File: src/rtl/reg_writeback_pkg.sv
// Shared constants and FSM encoding for the write-back register file.
package reg_writeback_pkg;

  localparam int unsigned DATA_WIDTH  = 16;
  localparam int unsigned REG_COUNT   = 8;
  localparam int unsigned IDX_WIDTH   = 3;
  localparam int unsigned COUNT_WIDTH = 16;

  typedef enum logic {
    IDLE = 1'b0,
    HI   = 1'b1
  } state_t;

endpackage

File: src/rtl/reg_writeback_if.sv
// Write-back request channel from the execute stage (valid/ready handshake).
interface reg_writeback_if
  import reg_writeback_pkg::*;
#(
  parameter int unsigned WIDTH = DATA_WIDTH
);

  logic                 wrValid;
  logic                 wrReady;
  logic [IDX_WIDTH-1:0] wrSelect;
  logic                 wrRSelect;
  logic                 wrDual;
  logic [WIDTH-1:0]     wrData;
  logic [WIDTH-1:0]     wrDataHi;

  modport master (
    output wrValid, wrSelect, wrRSelect, wrDual, wrData, wrDataHi,
    input  wrReady
  );

  modport slave (
    input  wrValid, wrSelect, wrRSelect, wrDual, wrData, wrDataHi,
    output wrReady
  );

endinterface

File: src/rtl/reg_writeback_reg_cell.sv
// Single register with asynchronous active-low reset and write enable.
module reg_cell #(
  parameter int unsigned WIDTH = 16
) (
  input  logic             clock,
  input  logic             resetn,
  input  logic             en,
  input  logic [WIDTH-1:0] d,
  output logic [WIDTH-1:0] q
);

  // Load d when enabled, clear on reset.
  always_ff @(posedge clock or negedge resetn) begin
    if (!resetn) begin
      q <= '0;
    end else if (en) begin
      q <= d;
    end
  end

endmodule

File: src/rtl/reg_writeback.sv
// Register file write-back: owns GPRs reg0..reg7 and regR, serialises dual writes.
module reg_writeback
  import reg_writeback_pkg::*;
#(
  parameter int unsigned WIDTH    = DATA_WIDTH,
  parameter bit          ZERO_REG = 1'b1
) (
  input  logic                   clock,
  input  logic                   resetn,
  reg_writeback_if.slave         wr,
  output logic [WIDTH-1:0]       reg0,
  output logic [WIDTH-1:0]       reg1,
  output logic [WIDTH-1:0]       reg2,
  output logic [WIDTH-1:0]       reg3,
  output logic [WIDTH-1:0]       reg4,
  output logic [WIDTH-1:0]       reg5,
  output logic [WIDTH-1:0]       reg6,
  output logic [WIDTH-1:0]       reg7,
  output logic [WIDTH-1:0]       regR,
  output logic                   busy,
  output logic [COUNT_WIDTH-1:0] commitCount
);

  state_t           state;
  logic [WIDTH-1:0] hold_hi;
  logic             accept;
  logic             gpr_write;
  logic             r_en;
  logic [WIDTH-1:0] r_d;
  logic [WIDTH-1:0] gpr [REG_COUNT];

  // Ready drops combinationally with resetn so nothing is accepted during reset.
  assign wr.wrReady = (state == IDLE) && resetn;
  assign busy       = (state == HI);
  assign accept     = wr.wrValid && wr.wrReady;
  assign gpr_write  = accept && (wr.wrDual || !wr.wrRSelect);

  // regR takes the held high word in HI, otherwise a single regR write.
  assign r_en = (state == HI) || (accept && !wr.wrDual && wr.wrRSelect);
  assign r_d  = (state == HI) ? hold_hi : wr.wrData;

  for (genvar i = 0; i < REG_COUNT; i++) begin : g_gpr
    if (i == 0 && ZERO_REG) begin : g_zero
      assign gpr[i] = '0;
    end else begin : g_cell
      logic en;
      assign en = gpr_write && (wr.wrSelect == IDX_WIDTH'(i));
      reg_cell #(.WIDTH(WIDTH)) u_cell (
        .clock  (clock),
        .resetn (resetn),
        .en     (en),
        .d      (wr.wrData),
        .q      (gpr[i])
      );
    end
  end

  reg_cell #(.WIDTH(WIDTH)) u_reg_r (
    .clock  (clock),
    .resetn (resetn),
    .en     (r_en),
    .d      (r_d),
    .q      (regR)
  );

  assign reg0 = gpr[0];
  assign reg1 = gpr[1];
  assign reg2 = gpr[2];
  assign reg3 = gpr[3];
  assign reg4 = gpr[4];
  assign reg5 = gpr[5];
  assign reg6 = gpr[6];
  assign reg7 = gpr[7];

  // Dual-write sequencing: capture the high word on accept, retire it next cycle.
  always_ff @(posedge clock or negedge resetn) begin
    if (!resetn) begin
      state   <= IDLE;
      hold_hi <= '0;
    end else begin
      case (state)
        IDLE: begin
          if (accept && wr.wrDual) begin
            hold_hi <= wr.wrDataHi;
            state   <= HI;
          end
        end
        HI:      state <= IDLE;
        default: state <= IDLE;
      endcase
    end
  end

  // Count accepted requests; a dual write counts once.
  always_ff @(posedge clock or negedge resetn) begin
    if (!resetn) begin
      commitCount <= '0;
    end else if (accept) begin
      commitCount <= commitCount + 1'b1;
    end
  end

endmodule

File: src/flat_wrapper.sv
// flat-port wrapper written by rule: the top's interface ports become plain ports
module reg_writeback_flat import reg_writeback_pkg::*;
#(
  parameter int unsigned WIDTH    = DATA_WIDTH,
  parameter bit          ZERO_REG = 1'b1
)
  (clock, resetn, reg0, reg1, reg2, reg3, reg4, reg5, reg6, reg7, regR, busy, commitCount, wr_wrValid, wr_wrSelect, wr_wrRSelect, wr_wrDual, wr_wrData, wr_wrDataHi, wr_wrReady);
  reg_writeback_if #(.WIDTH(WIDTH)) wr_i ();
  input  logic clock;
  input  logic resetn;
  output logic [WIDTH-1:0] reg0;
  output logic [WIDTH-1:0] reg1;
  output logic [WIDTH-1:0] reg2;
  output logic [WIDTH-1:0] reg3;
  output logic [WIDTH-1:0] reg4;
  output logic [WIDTH-1:0] reg5;
  output logic [WIDTH-1:0] reg6;
  output logic [WIDTH-1:0] reg7;
  output logic [WIDTH-1:0] regR;
  output logic busy;
  output logic [COUNT_WIDTH-1:0] commitCount;
  input wire logic [$bits(wr_i.wrValid)-1:0] wr_wrValid;
  input wire logic [$bits(wr_i.wrSelect)-1:0] wr_wrSelect;
  input wire logic [$bits(wr_i.wrRSelect)-1:0] wr_wrRSelect;
  input wire logic [$bits(wr_i.wrDual)-1:0] wr_wrDual;
  input wire logic [$bits(wr_i.wrData)-1:0] wr_wrData;
  input wire logic [$bits(wr_i.wrDataHi)-1:0] wr_wrDataHi;
  output wire logic [$bits(wr_i.wrReady)-1:0] wr_wrReady;
  assign wr_i.wrValid = wr_wrValid;
  assign wr_i.wrSelect = wr_wrSelect;
  assign wr_i.wrRSelect = wr_wrRSelect;
  assign wr_i.wrDual = wr_wrDual;
  assign wr_i.wrData = wr_wrData;
  assign wr_i.wrDataHi = wr_wrDataHi;
  assign wr_wrReady = wr_i.wrReady;
  reg_writeback #(.WIDTH(WIDTH), .ZERO_REG(ZERO_REG)) u_core (.clock(clock), .resetn(resetn), .wr(wr_i), .reg0(reg0), .reg1(reg1), .reg2(reg2), .reg3(reg3), .reg4(reg4), .reg5(reg5), .reg6(reg6), .reg7(reg7), .regR(regR), .busy(busy), .commitCount(commitCount));
endmodule
File: config.mk
export PLATFORM = sky130hd
export DESIGN_NAME = reg_writeback_flat
export DESIGN_NICKNAME = d
export VERILOG_FILES = /design/src/rtl/reg_writeback_pkg.sv /design/src/rtl/reg_writeback_if.sv /design/src/rtl/reg_writeback_reg_cell.sv /design/src/rtl/reg_writeback.sv /design/src/flat_wrapper.sv
export SDC_FILE = /design/constraint.sdc
export NUM_CORES = 1
export LEC_CHECK = 0
export CAP_MARGIN = 10
export CORE_MARGIN = 2
export CORE_UTILIZATION = 40
export CTS_CLUSTER_SIZE = 24
export DETAILED_ROUTE_END_ITERATION = 16
export HOLD_SLACK_MARGIN = 0.12
export PLACE_DENSITY = 0.7
export SKIP_LAST_GASP = 1
export SYNTH_ARGS = -nofsm -noshare
export SYNTH_HDL_FRONTEND = slang
export SYNTH_SLANG_ARGS = --single-unit
File: constraint.sdc
create_clock -name clock -period 2.8 [get_ports clock]
set_clock_uncertainty 0.15 [all_clocks]
set_input_delay 0.28 -clock clock [delete_from_list [all_inputs] [get_ports clock]]
set_output_delay 0.28 -clock clock [all_outputs]
set_load 0.01 [all_outputs]
### After elaboration in Yosys (flattened, before gate mapping)

Index checks and enable logic that the tools add are counted.

| word-level totals | value |
|---|---|
| register bits | 161 |
| output and inout port bits | 162 |
| logic and storage cells | 41 |

| cells by class | value |
|---|---|
| add/sub/neg operators | 1 |
| equality and inequality tests | 7 |
| mux-type cells | 3 |
| bitwise logic cells | 1 |
| reductions and logical operators | 18 |

Operators by type and width:

| cell | count |
|---|---|
| $add 16x1->16 const B | 1 |
| $mux 16 | 1 |
| $logic_and 1x1->1 | 13 |
| $eq 3x3->1 const B | 4 |
| $eq 3x2->1 const B | 2 |
| $eq 3x1->1 const B | 1 |
| $logic_not 1->1 | 2 |
| $logic_or 1x1->1 | 2 |
| $pmux 1 s2 | 1 |
| $reduce_and 2->1 | 1 |
| $mux 1 | 1 |
| $not 1->1 | 1 |

### Depth between registers and ports, before layout

| depth | value |
|---|---|
| depth in word-level cells | 6 |
| mapped depth | 6 |
| gate-level depth less buffers | 5 |

### By module

Synthesis repeated with hierarchy kept, for this count alone.

| unflattened totals | value |
|---|---|
| cell total of the unflattened synthesis | 422 |
| area, all modules | 7010.5 µm² |

Modules (own cells, without submodules):

| module | instances | cells an instance | area each (µm²) |
|---|---|---|---|
| reg_cell | 8 | 34 | 649.4 |
| reg_writeback | 1 | 150 | 1815.5 |

### Worst setup path after synthesis

No wires, ideal clock.

| path | value |
|---|---|
| kind | flip-flop to flip-flop |
| from | register u_core.state, in the netlist u_core.busy |
| to | register u_core.g_gpr[1].g_cell.u_cell.q[10] |
| setup time | 0.125 ns |
| arrival time | 1.774 ns |
| data required time | 2.525 ns |
| slack | 0.751 ns |
| stages on the path, launching flop included | 7 |
| buffers on the path | 2 |
| clock period less this slack | 2.049 ns |
| path through | dfrtp_1 > and3b_1 > and3_1 > buf_4 > nor3b_4 > buf_6 > mux2_2 |

| on the way | value |
|---|---|
| cells in the longest elaborated chain, start to end | 5 |

RTL lines:

| what | RTL line | source |
|---|---|---|
| start, declared | reg_writeback.sv:24 | `state_t state;` |
| start signal, assigned | reg_writeback.sv:78 | `state <= IDLE;` |
| start signal, assigned | reg_writeback.sv:85 | `state <= HI;` |
| start signal, assigned | reg_writeback.sv:88 | `HI: state <= IDLE;` |
| $not 1->1 | n/a |  |
| $logic_and 1x1->1 | reg_writeback.sv:33 | `assign wr.wrReady = (state == IDLE) && resetn;` |
| $logic_and 1x1->1 | reg_writeback.sv:35 | `assign accept = wr.wrValid && wr.wrReady;` |
| $logic_and 1x1->1 | reg_writeback.sv:36 | `assign gpr_write = accept && (wr.wrDual \|\| !wr.wrRSelect);` |
| $logic_and 1x1->1 | reg_writeback.sv:47 | `assign en = gpr_write && (wr.wrSelect == IDX_WIDTH'(i));` |
| end signal, assigned | reg_writeback_reg_cell.sv:15 | `q <= '0;` |
| end signal, assigned | reg_writeback_reg_cell.sv:17 | `q <= d;` |
| end, declared | reg_writeback_reg_cell.sv:9 | `output logic [WIDTH-1:0] q` |

No other way between the ends.
A chain may end at the register's enable or synchronous reset.

### Final worst setup path

| path | value |
|---|---|
| from | input resetn |
| to | register u_core.u_reg_r.q[7] |

| on the way | value |
|---|---|
| cells in the longest elaborated chain, start to end | 5 |

RTL lines:

| what | RTL line | source |
|---|---|---|
| start, declared | flat_wrapper.sv:10 | `input logic resetn;` |
| $logic_and 1x1->1 | reg_writeback.sv:33 |  |
| $logic_and 1x1->1 | reg_writeback.sv:35 |  |
| $logic_and 1x1->1 (2 in series) | reg_writeback.sv:39 | `assign r_en = (state == HI) \|\| (accept && !wr.wrDual && wr.wrRSelect);` |
| $logic_or 1x1->1 | reg_writeback.sv:39 |  |
| end signal, assigned | reg_writeback_reg_cell.sv:15 |  |
| end signal, assigned | reg_writeback_reg_cell.sv:17 |  |
| end, declared | reg_writeback_reg_cell.sv:9 |  |

No other way between the ends.

==> out/results.tsv <==
stage	metric	value	unit
critical_path	reg2reg_setup_slack	0.73	ns
clock_network	cts_hold_buf	1	
power	p_per_area	823	nW/um^2
synthesis	ys_seq_area_frac	0.625	
critical_path	crit_path_max_fanout	50	
placed_design	pre_cts_slack	0.270	ns
global_route	grt-ovfl-total	0	
global_route	antenna_found_initial	0	
clock_network	clkTransAtPathRegs	0.06	ns
finish	area_growth	41.8	%
placed_design	place_area	8530	sq um
clock_network	postCtsSetupRepairBufs	0	
timing	fmax	420	MHz
synthesis	synth_top_area_cell	dfrtp_1	
clock_network	htreeDepth	4	
critical_path	r2r-start	u_core.busy$_DFF_PN0_	
route	ant_nets	0	
floorplanning	ios	202	
timing	grt_setup_unrepaired	no	
critical_path	criticalPathCategory	in -> reg	
floorplanning	die-height	131	um
synthesis	syn_avg_cell_area	14.9	sq um
power	p_leak	3.98	nW
finish	drive_above_1_share	0.279	
floorplanning	die_w	131	um
global_route	grt_use_total	0.194	
route	drc	0	
clock_network	insertion_delay	0.42	ns
timing	setup_viol	0	
route	vias	4198	
floorplanning	rows	46	
global_route	grt_util_met2	0.328	
floorplanning	die_area	17100	sq um
global_route	met1_usage	0.232	
floorplanning	initial_core_util	0.407	
clock_network	cts_root_buf	clkbuf_16	
placed_design	place.gp.congestion	0.847	
synthesis	ys_types	31	
timing	period_needed	2.38	ns
min_path	min_path_type	in -> async	
route	vias_per_cell	4.86	
finish	antenna_cells	0	
timing	tightest_slew	0.991	ns
global_route	grt_pass1_vias	4396	
status	outcome	completed	
finish	num-nets-final	678	
synthesis	synthArstFlopShare	1.00	
critical_path	r2r-end	u_core.g_gpr[3].g_cell.u_cell.q[5]$_DFFE_PN0P_	
route	drt-pass1-iter-count	4	
clock_network	clock_path_buffers	2	
critical_path	cp_data_required_time	2.95	ns
critical_path	cp-end-kind	register	
flow_run	maxCapViolCount	0	
route	totalWireLength	16300	um
global_route	grt_pass1_wl	24500	um
critical_path	worst_ep_arrival_time	2.53	ns
critical_path	critPathLaunchType	input pin	
clock_network	cts_tree	done	
placed_design	dp_hpwl	11600	um
timing	setup_tns	0	ns
clock_network	cts_buffers	17	
placed_design	io_buffers	185	
timing	max-slew-margin-rel	0.339	
timing	timing.final.ws_setup	0.417	ns
synthesis	synth.top_cells.by_area	dfrtp_1 (63%), mux2_2 (23%), mux2i_1 (2.5%)	
route	initialDrtViolationCount	119	
synthesis	ys.warnings.count	0	
synthesis	ys_ff_latch	161	
clock_network	ctsResizeCount	0	
power	total_power	7.51	mW
floorplanning	coreArea	15800	sq um
clock_network	clkSinkCount	161	
synthesis	synth_top_area_share	0.625	
route	post_drt_wl_per_cell	18.9	um
global_route	grt_max_degree	81	
finish	post-route-cell-area	9130	sq um
global_route	met3_usage	0.0599	
synthesis	syn_area	6440	sq um
synthesis	syn_inst	433	
timing	period_share	0.851	
synthesis	synth_ff_type	dfrtp_1	
timing	hold_viol	0	
power	ir_drop	0.000457	V
synthesis	synth-edff-count	0	
critical_path	reg2reg_depth	5	
timing	maxSlewViolCount	0	
global_route	busiest_layer	met2	
area by class of cell:
type | instances | area, sq um
Multi-Input combinational cell | 254 | 2260
Fill cell | 1254 | 6700
Clock buffer | 21 | 460
Inverter | 3 | 11.3
Sequential cell | 161 | 4030
Tap cell | 216 | 270
Timing Repair Buffer | 200 | 1970
Clock inverter | 9 | 133
power by group:
| part | total [mW] | switching, mW | internal (mW) | leakage [nW] |
|---|---|---|---|---|
| clock | 2.35 | 0.905 | 1.44 | 0.285 |
| combinational | 2.00 | 0.772 | 1.23 | 1.68 |
| sequential | 3.17 | 0.317 | 2.85 | 2.01 |
| total | 7.51 | 1.99 | 5.52 | 3.98 |
how the worst max path moves through the flow:
stage                     startpoint                                         endpoint  slack [ns]  depth (start not counted)
2_1_floorplan  u_core.busy$_DFF_PN0_  u_core.g_gpr[1].g_cell.u_cell.q[10]$_DFFE_PN0P_        0.75                          6
3_3_place_gp              wr_wrValid  u_core.g_gpr[3].g_cell.u_cell.q[12]$_DFFE_PN0P_        0.34                          6
3_5_place_dp              wr_wrValid   u_core.g_gpr[3].g_cell.u_cell.q[5]$_DFFE_PN0P_        0.27                          6
4_1_cts                       resetn                  u_core.u_reg_r.q[7]$_DFFE_PN0P_        0.34                          6
5_1_grt                       resetn                 u_core.u_reg_r.q[15]$_DFFE_PN0P_        0.17                          7
6_report                      resetn                  u_core.u_reg_r.q[7]$_DFFE_PN0P_        0.42                          7
stage by stage:
step                utilization  instances  hold slack (ns)
CTS                       0.577        864            0.121
finish                    0.577        864            0.118
detailed placement        0.539        833          -0.0227
global route              0.577        864            0.125
floorplan                     -        448           -0.166
global placement          0.539        833          -0.0232
critical path, stage by stage:
cell	delay, ns
dlygate4sd3_1	0.55
buf_6	0.22
buf_4	0.56
a41oi_2	0.41
buf_4	0.33
nand2_1	0.08
o21ai_0	0.08
flip-flops by register name (all words and copies together), names as in the netlist:
name / count
u_core.hold_hi: 16
u_core.busy: 1
u_core.g_gpr.g_cell.u_cell.q: 112
u_core.u_reg_r.q: 16
u_core.commitCount: 16
cells in the final DEF (no fill, tap or decap), types with 2 or more instances in the layout:
cell type / Yosys / layout
and3_1: 2 / 2
buf_4: 21 / 14
bufinv_16: 0 / 3
clkbuf_1: 3 / 2
clkbuf_16: 0 / 17
clkbuf_8: 0 / 2
clkdlybuf4s50_1: 0 / 184
clkinv_2: 0 / 2
clkinvlp_4: 0 / 2
conb_1: 1 / 16
dfrtp_1: 161 / 161
inv_1: 3 / 3
mux2_2: 129 / 129
mux2i_1: 16 / 16
nand2_1: 27 / 27
nand3_1: 6 / 6
nand4_1: 2 / 2
nor2_1: 6 / 6
nor2b_1: 3 / 3
nor3_2: 2 / 2
nor3b_4: 3 / 3
o21ai_0: 16 / 16
xnor2_1: 9 / 9
xor2_1: 6 / 6
per-layer routing:
| layer | share of wire | wire length (um) |
|---|---|---|
| met5 | 0 | 0 |
| met4 | 0.027 | 434 |
| met3 | 0.055 | 895 |
| met2 | 0.51 | 8320 |
| met1 | 0.41 | 6680 |
Yosys cell counts (all sizes together) (6+ instances only):
cell type	n
nand3	7
mux2	129
buf	27
xnor2	9
mux2i	16
o21ai	16
xor2	6
dfrtp	161
nand2	27
nor2	6
cells by family (layout without fill, tap and decap cells):
logic type / count (synthesis) / in the layout / share of synthesized area
fa+ha+maj: 1 / 1 / 0.00194
xor+xnor: 15 / 15 / 0.0204
buf+inv: 33 / 233 / 0.0336
compound gates: 17 / 17 / 0.0138
mux: 145 / 145 / 0.250
simple gates: 60 / 60 / 0.0540
flops: 161 / 161 / 0.625
other cells: 1 / 16 / 0.000582
No activity file was read; power rests on OpenSTA's default activity.
